## config.mk

```make
export PLATFORM = sky130hd
export DESIGN_NAME = alu_word_sequencer
export DESIGN_NICKNAME = d
export VERILOG_FILES = /design/src/rtl/alu_word_sequencer.sv
export SDC_FILE = /design/constraint.sdc
export NUM_CORES = 1
export LEC_CHECK = 0
export CORE_MARGIN = 5
export CORE_UTILIZATION = 46
export CTS_BUF_LIST = sky130_fd_sc_hd__clkbuf_4
export CTS_CLUSTER_DIAMETER = 80
export CTS_CLUSTER_SIZE = 14
export DETAILED_ROUTE_END_ITERATION = 10
export PLACE_DENSITY = 0.82
export SLEW_MARGIN = 20
export SYNTH_ARGS = -nofsm -noshare
export SYNTH_HDL_FRONTEND = slang
export SYNTH_SLANG_ARGS = --single-unit
```

## constraint.sdc

```tcl
create_clock -name CLK -period 2.95 [get_ports CLK]
set_input_delay 0.885 -clock CLK [delete_from_list [all_inputs] [get_ports CLK]]
set_output_delay 0.885 -clock CLK [all_outputs]
set_load 0.01 [all_outputs]
```

## src/rtl/alu_word_sequencer.sv

```systemverilog
// rtl/alu_word_sequencer.sv - byte-serial sequencer driving the 8-bit ALU for WORDS-byte operations.
package alu_word_sequencer_pkg;
  localparam logic [2:0] kAND = 3'd0;
  localparam logic [2:0] kLSH = 3'd1;
  localparam logic [2:0] kRSH = 3'd2;
  localparam logic [2:0] kXOR = 3'd3;
endpackage

module alu_word_sequencer
  import alu_word_sequencer_pkg::*;
#(
  parameter int WORDS = 2
) (
  input  logic                 CLK,
  input  logic                 RESET_N,
  input  logic                 REQ_VALID,
  output logic                 REQ_READY,
  input  logic [2:0]           REQ_OP,
  input  logic [8*WORDS-1:0]   REQ_A,
  input  logic [8*WORDS-1:0]   REQ_B,
  input  logic                 REQ_CIN,
  output logic [7:0]           ALU_A,
  output logic [7:0]           ALU_B,
  output logic [2:0]           ALU_OP,
  output logic                 ALU_SC_IN,
  input  logic [7:0]           ALU_OUT,
  input  logic                 ALU_SC_OUT,
  input  logic                 ALU_ODD,
  output logic                 RSP_VALID,
  input  logic                 RSP_READY,
  output logic [8*WORDS-1:0]   RSP_DATA,
  output logic                 RSP_CARRY,
  output logic                 RSP_ZERO,
  output logic                 RSP_ODD
);
  localparam int W     = 8 * WORDS;
  localparam int IDX_W = (WORDS > 1) ? $clog2(WORDS) : 1;

  typedef enum logic [1:0] {IDLE, EXEC, DONE} state_t;

  state_t           state, state_nxt;
  logic [IDX_W-1:0] idx, byte_sel;
  logic [2:0]       op_q;
  logic [W-1:0]     a_q, b_q, result;
  logic             carry, parity;
  logic             last;

  assign last = (idx == IDX_W'(WORDS - 1));

  // Right shifts walk from the MS byte down so the carry chain flows toward bit 0.
  always_comb begin
    byte_sel = idx;
    if (op_q == kRSH) byte_sel = IDX_W'(WORDS - 1) - idx;
  end

  always_comb begin
    state_nxt = state;
    REQ_READY = 1'b0;
    RSP_VALID = 1'b0;
    ALU_A     = 8'h00;
    ALU_B     = 8'h00;
    ALU_OP    = kAND;
    ALU_SC_IN = 1'b0;
    case (state)
      IDLE: begin
        REQ_READY = 1'b1;
        if (REQ_VALID) state_nxt = EXEC;
      end
      EXEC: begin
        ALU_A     = a_q[byte_sel*8 +: 8];
        ALU_B     = b_q[byte_sel*8 +: 8];
        ALU_OP    = op_q;
        ALU_SC_IN = carry;
        if (last) state_nxt = DONE;
      end
      DONE: begin
        RSP_VALID = 1'b1;
        if (RSP_READY) state_nxt = IDLE;
      end
      default: state_nxt = IDLE;
    endcase
  end

  always_ff @(posedge CLK or negedge RESET_N) begin
    if (!RESET_N) begin
      state  <= IDLE;
      idx    <= '0;
      op_q   <= kAND;
      a_q    <= '0;
      b_q    <= '0;
      result <= '0;
      carry  <= 1'b0;
      parity <= 1'b0;
    end else begin
      state <= state_nxt;
      if (state == IDLE && REQ_VALID) begin
        op_q   <= REQ_OP;
        a_q    <= REQ_A;
        b_q    <= REQ_B;
        carry  <= REQ_CIN;
        result <= '0;
        parity <= 1'b0;
        idx    <= '0;
      end else if (state == EXEC) begin
        result[byte_sel*8 +: 8] <= ALU_OUT;
        carry  <= ALU_SC_OUT;
        parity <= parity ^ ALU_ODD;
        idx    <= last ? '0 : idx + 1'b1;
      end
    end
  end

  assign RSP_DATA  = result;
  assign RSP_CARRY = carry;
  assign RSP_ZERO  = (result == '0);
  assign RSP_ODD   = parity;
endmodule

```

==> flow_summary_export.csv, run 1 <==
group,metric,value,unit
die,fp.dieH,84.7,um
clock_tree,path_clk_slew,0.16,ns
power_and_ir_drop,ir_drop,0.540,mV
cells_and_area,fin_util,68.0,%
global_route,grt_overflow,0,
place,place.gp.congestion,0.770,
die,io_pins,91,
global_route,grt_max_degree,52,
outcome,status,"complete, no violations",
power_and_ir_drop,p_total,3990,uW
critical_path,r2r_start,"op_q[2]$_DFFE_PN0P_",
cells_and_area,layout_common_cells,"clkdlybuf4s50_1 (73), dfrtp_1 (56), mux2_2 (43)",
synth,seq_area_frac_synth,54.5,%
sta,drv_slew,0,
critical_path,crit_path_start,"op_q[2]$_DFFE_PN0P_",
critical_path,cp_max_fo,6,
global_route,antenna_found_initial,0,
cells_and_area,area_growth,44.8,%
synth,netlist-cell-type-count,28,
place,dpl.cell_count,338,
drt,vias_per_cell,5.22,
synth,synthCells,181,
sta,setup_violations,0,
cells_and_area,fill_cells,458,
synth,yosysTopAreaCellShare,54.5,%
drt,wl_per_cell,17.0,um
clock_tree,tritoncts,"built",
synth,yosys_register_bits,56,
synth,ys.flop_type,"dfrtp_1",
sta,fin_setup_tns,0,ns
cells_and_area,num-nets-final,338,
synth,synthTopCellsByArea,"dfrtp_1 (55%), mux2_2 (19%), a22o_1 (5.8%)",
sta,whs,0.506,ns
critical_path,end_kind,"output pin",
clock_tree,htreeDepth,2,
drt,vias,1878,
clock_tree,cts.sinks,56,
synth,avgSynthCellArea,14.2,um2
flow_run,max-cap-violations,0,
power_and_ir_drop,power_density,1070,nW/um2
global_route,grt_pass1_vias,1827,
die,fp.dieArea,7180,um2
cells_and_area,stdcell_count,360,
cells_and_area,layout-drive-gt1-share,35.4,%
clock_tree,root_buffer,"clkbuf_4",
critical_path,arrival,2.00,ns
die,die_x,84.7,um
global_route,track_usage,16.8,%
sta,tightestPinTransition,0.633,ns
synth,yosys_warnings,0,
sta,skew,0.0105,ns
critical_path,required,2.07,ns
synth,syn_nets,231,
clock_tree,clk_latency,0.36,ns
min_path,min_path_type,"input port to async pin",
synth,synth_top_area_cell,"dfrtp_1",
drt,drtIter0Drc,68,
place,place_hpwl,3.99,mm
critical_path,critPathKind,"flip-flop to output pin",
critical_path,worstRegToRegCells,7,
die,rows,27,
drt,drc,0,
sta,slew_headroom,57.8,%
sta,min_period_over_period,97.8,%
die,initial_utilization,47.0,%
die,floorplan.core_area,5470,um2
clock_tree,cts_inserted_buffers,5,
synth,mappedNetlistArea,2570,um2
synth,synth_edf_count,0,
critical_path,worstSetupStartpointType,"flip-flop",
sta,finalHoldViolCount,0,
sta,fmax,347,MHz
clock_tree,clock_path_buffers,2,
power_and_ir_drop,p_leak,0.00162,uW
sta,period_needed,2.88,ns
cells_and_area,final_common_cell,"clkdlybuf4s50_1",
place,numPortBuffers,90,
drt,ant_nets,0,
global_route,grt_pass1_wl,9.47,mm
cells_and_area,antenna_cells,0,
synth,async_flop_share,100,%
drt,detail_route.first_pass.iterations,4,
drt,drt_wl_total,6.13,mm
sta,rsz0062_at_grt,"true",
-- metal layers --
| layer | track usage (%) | wire length (um) | vias to the layer above |
|---|---|---|---|
| met5 | 0 | 0 | - |
| met4 | 3.02 | 25 | 0 |
| met3 | 6.48 | 533 | 2 |
| met2 | 27.4 | 3070 | 70 |
| met1 | 21.7 | 2500 | 942 |
| li1 | - | - | 864 |
-- flip-flops by register name (all words and copies together), names as in the netlist --
name       cells
RSP_DATA      16
a_q           16
b_q           16
op_q           3
state          2
RSP_CARRY      1
RSP_ODD        1
idx            1
-- critical path, cell delays in order (launching register included) --
cell	delay (ns)
dfrtp_1	0.45
nor3b_4	0.25
buf_6	0.14
mux2i_4	0.27
buf_6	0.15
buf_16	0.11
a22o_1	0.14
buf_2	0.13
-- power by group --
part / internal [uW] / switching (uW) / total, uW
registers: 1140 / 239 / 1380
logic: 1400 / 896 / 2290
clock network: 87.6 / 231 / 318
total: 2620 / 1370 / 3990
-- cells in the mapped netlist (2+ instances only) --
cell,instances
buf_2,6
buf_6,3
nor2b_1,18
nor2_1,2
nor4_1,4
a22o_1,17
nand2_1,2
and2_1,4
dfrtp_1,56
mux2_2,43
mux2_4,8
mux2i_4,2
-- logic make-up after synthesis --
family / Yosys count / synth area share, %
mux: 54 / 25.7
flops: 56 / 54.5
compound gates: 23 / 7.30
buf+inv: 12 / 3.07
simple gates: 36 / 9.45
-- layout make-up --
cell class / instances / area (um2) / area share [%]
inverters: 1 / 3.75 / 0.101
repair buffers: 111 / 1080 / 29.0
multi-input cells: 113 / 1100 / 29.5
well taps: 72 / 90.1 / 2.42
clock inverters: 2 / 12.5 / 0.336
flip-flops and latches: 56 / 1400 / 37.7
clock buffers: 5 / 37.5 / 1.01
-- metrics by stage --
step | setup WS (ns) | instance area [um2]
floorplan | 0.529 | 2570
global placement | 0.122 | 3580
detailed placement | 0.115 | 3580
CTS | -0.0502 | 3790
global route | -0.0551 | 3720
finish | 0.0660 | 3720
-- final timing paths --
check	endpoint	slack (ns)
min	RSP_DATA[12]$_DFFE_PN0P_	0.51
min reg2reg	state[0]$_DFFE_PN0P_	0.52
max reg2reg	RSP_DATA[8]$_DFFE_PN0P_	1.05
max in group asynchronous	op_q[2]$_DFFE_PN0P_	1.86
max	ALU_A[0]	0.07
min in group CLK	state[0]$_DFFE_PN0P_	0.52
-- repair_timing --
action                                 4_1_cts  5_1_grt
setup endpoints to repair                   16       20
pin swaps                                    1        7
resized for setup                           50       26
setup buffers                                6        7
endpoints found under the hold margin        0        0
hold buffers                                 0        0
gates cloned                                 3        1
Note: power is estimated with default switching activity, not from simulation.
==> inputs of run 2 (changes only) <==
- SKIP_LAST_GASP: default -> 1
==> run 2 against run 1 <==
Against the previous run: count of clock-buffer cells in the layout unchanged; die area unchanged; combinational power about the same; total power increased by 0.33%; routed wire length about the same; first-iteration DRC count decreased by 4.4%; register-to-register slack about the same; critical path depth decreased by 1; global-route usage unchanged; critical path type unchanged; largest power group unchanged.
==> flow_summary_export.csv, run 2 (synthesized netlist as in run 1, its figures left out) <==
group,metric,value,unit
outcome,status,"complete, no violations",
critical_path,worstRegToRegCells,7,
drt,drtIter0Drc,65,
cells_and_area,layout_common_cells,"clkdlybuf4s50_1 (73), dfrtp_1 (56), mux2_2 (43)",
cells_and_area,fill_cells,454,
global_route,top_usage_layer,"met2",
place,place.gp.congestion,0.770,
drt,wl_per_cell,17.0,um
sta,skew,0.0105,ns
drt,drc,0,
clock_tree,cts.sinks,56,
cells_and_area,multiInputGateArea,1100,um2
critical_path,arrival,2.01,ns
global_route,grt_use_met2,27.4,%
drt,detail_route.first_pass.iterations,4,
clock_tree,tritoncts,"built",
drt,vias,1876,
global_route,antenna_found_initial,0,
global_route,grt_use_met1,21.7,%
global_route,grt_pass1_vias,1827,
critical_path,end_kind,"output pin",
cells_and_area,antenna_cells,0,
die,io_pins,91,
critical_path,critPathKind,"flip-flop to output pin",
cells_and_area,num-nets-final,338,
sta,finalHoldViolCount,0,
critical_path,worstSetupStartpointType,"flip-flop",
place,place_ws,0.115,ns
clock_tree,clk_latency,0.36,ns
flow_run,max-cap-violations,0,
global_route,use_met3,6.48,%
sta,setup_violations,0,
critical_path,cp_max_fo,12,
global_route,track_usage,16.8,%
sta,tightestPinTransition,0.633,ns
cells_and_area,area_growth,45.3,%
drt,ant_nets,0,
cells_and_area,final_common_cell,"clkdlybuf4s50_1",
clock_tree,cts_inserted_buffers,5,
drt,drt_wl_total,6.13,mm
sta,fin_setup_tns,0,ns
clock_tree,root_buffer,"clkbuf_4",
die,floorplan.core_area,5470,um2
cells_and_area,layout-drive-gt1-share,35.4,%
die,initial_utilization,47.0,%
sta,min_period_over_period,98.3,%
clock_tree,path_clk_slew,0.16,ns
die,die_x,84.7,um
power_and_ir_drop,p_leak,0.00162,uW
clock_tree,clock_path_buffers,2,
sta,fin_ws,0.0507,ns
power_and_ir_drop,p_total,4000,uW
sta,drv_slew,0,
sta,slew_headroom,57.8,%
critical_path,ff2ff_setup_slack,1.05,ns
global_route,grt_max_degree,52,
sta,fmax,345,MHz
min_path,min_path_type,"input port to async pin",
clock_tree,htreeDepth,2,
die,fp.dieH,84.7,um
global_route,grt_pass1_wl,9.47,mm
cells_and_area,area.sequential,1400,um2
place,place_hpwl,3.99,mm
sta,whs,0.506,ns
global_route,grt_overflow,0,
drt,vias_per_cell,5.21,
critical_path,required,2.07,ns
die,rows,27,
sta,rsz0062_at_grt,"true",
sta,period_needed,2.90,ns
power_and_ir_drop,ir_drop,0.541,mV
power_and_ir_drop,power_density,1070,nW/um2
die,fp.dieArea,7180,um2
place,numPortBuffers,90,
==> run 2: changes by cell type in the layout (fill, tap and decap cells not counted), sizes merged <==
cell           change
buf                -2
clkdlybuf4s15      +2
==> run 2: critical path: stages (launching register included) <==
cell	delay [ns]
dfrtp_1	0.45
nor3b_4	0.25
buf_6	0.14
mux2i_4	0.29
buf_12	0.18
a22o_1	0.13
clkdlybuf4s15_2	0.22
==> run 2: routing by layer <==
layer | share of wire, % | vias up
met3 | 8.7 | 2
met2 | 50 | 70
met5 | 0 | -
met4 | 0.41 | 0
li1 | - | 864
met1 | 41 | 940
==> run 2: worst paths after layout <==
kind | startpoint | endpoint
min in group CLK | state[0]$_DFFE_PN0P_ | state[0]$_DFFE_PN0P_
hold / removal | RESET_N | RSP_DATA[12]$_DFFE_PN0P_
setup reg to reg | op_q[2]$_DFFE_PN0P_ | RSP_DATA[8]$_DFFE_PN0P_
max in group asynchronous | RESET_N | op_q[2]$_DFFE_PN0P_
setup / recovery | op_q[2]$_DFFE_PN0P_ | ALU_B[4]
hold reg to reg | state[0]$_DFFE_PN0P_ | state[0]$_DFFE_PN0P_
==> run 2: timing repair <==
item / CTS / global route
cloned: 3 / 1
setup buffers: 6 / 7
endpoints found under the setup margin: 16 / 20
resized for setup: 50 / 24
pin swaps: 1 / 6
hold buffers: 0 / 0
==> run 2: through the flow <==
step	area, um2	util, %	instances
2_1_floorplan	2570	-	181
3_3_place_gp	3580	65.5	338
3_5_place_dp	3580	65.5	338
4_1_cts	3790	69.2	354
5_1_grt	3730	68.2	360
6_report	3730	68.2	360
==> run 2: layout make-up <==
type	count	area share (%)
Clock buffer	5	1.01
Multi-Input combinational cell	113	29.4
Tap cell	72	2.41
Clock inverter	2	0.335
Timing Repair Buffer	111	29.2
Inverter	1	0.101
Sequential cell	56	37.5
==> run 2: where the power goes <==
part	internal, uW	total (uW)	leakage, uW	switching [uW]
sequential	1140	1380	0.000678	238
clock	87.6	319	0.0000271	231
combinational	1410	2310	0.000914	896
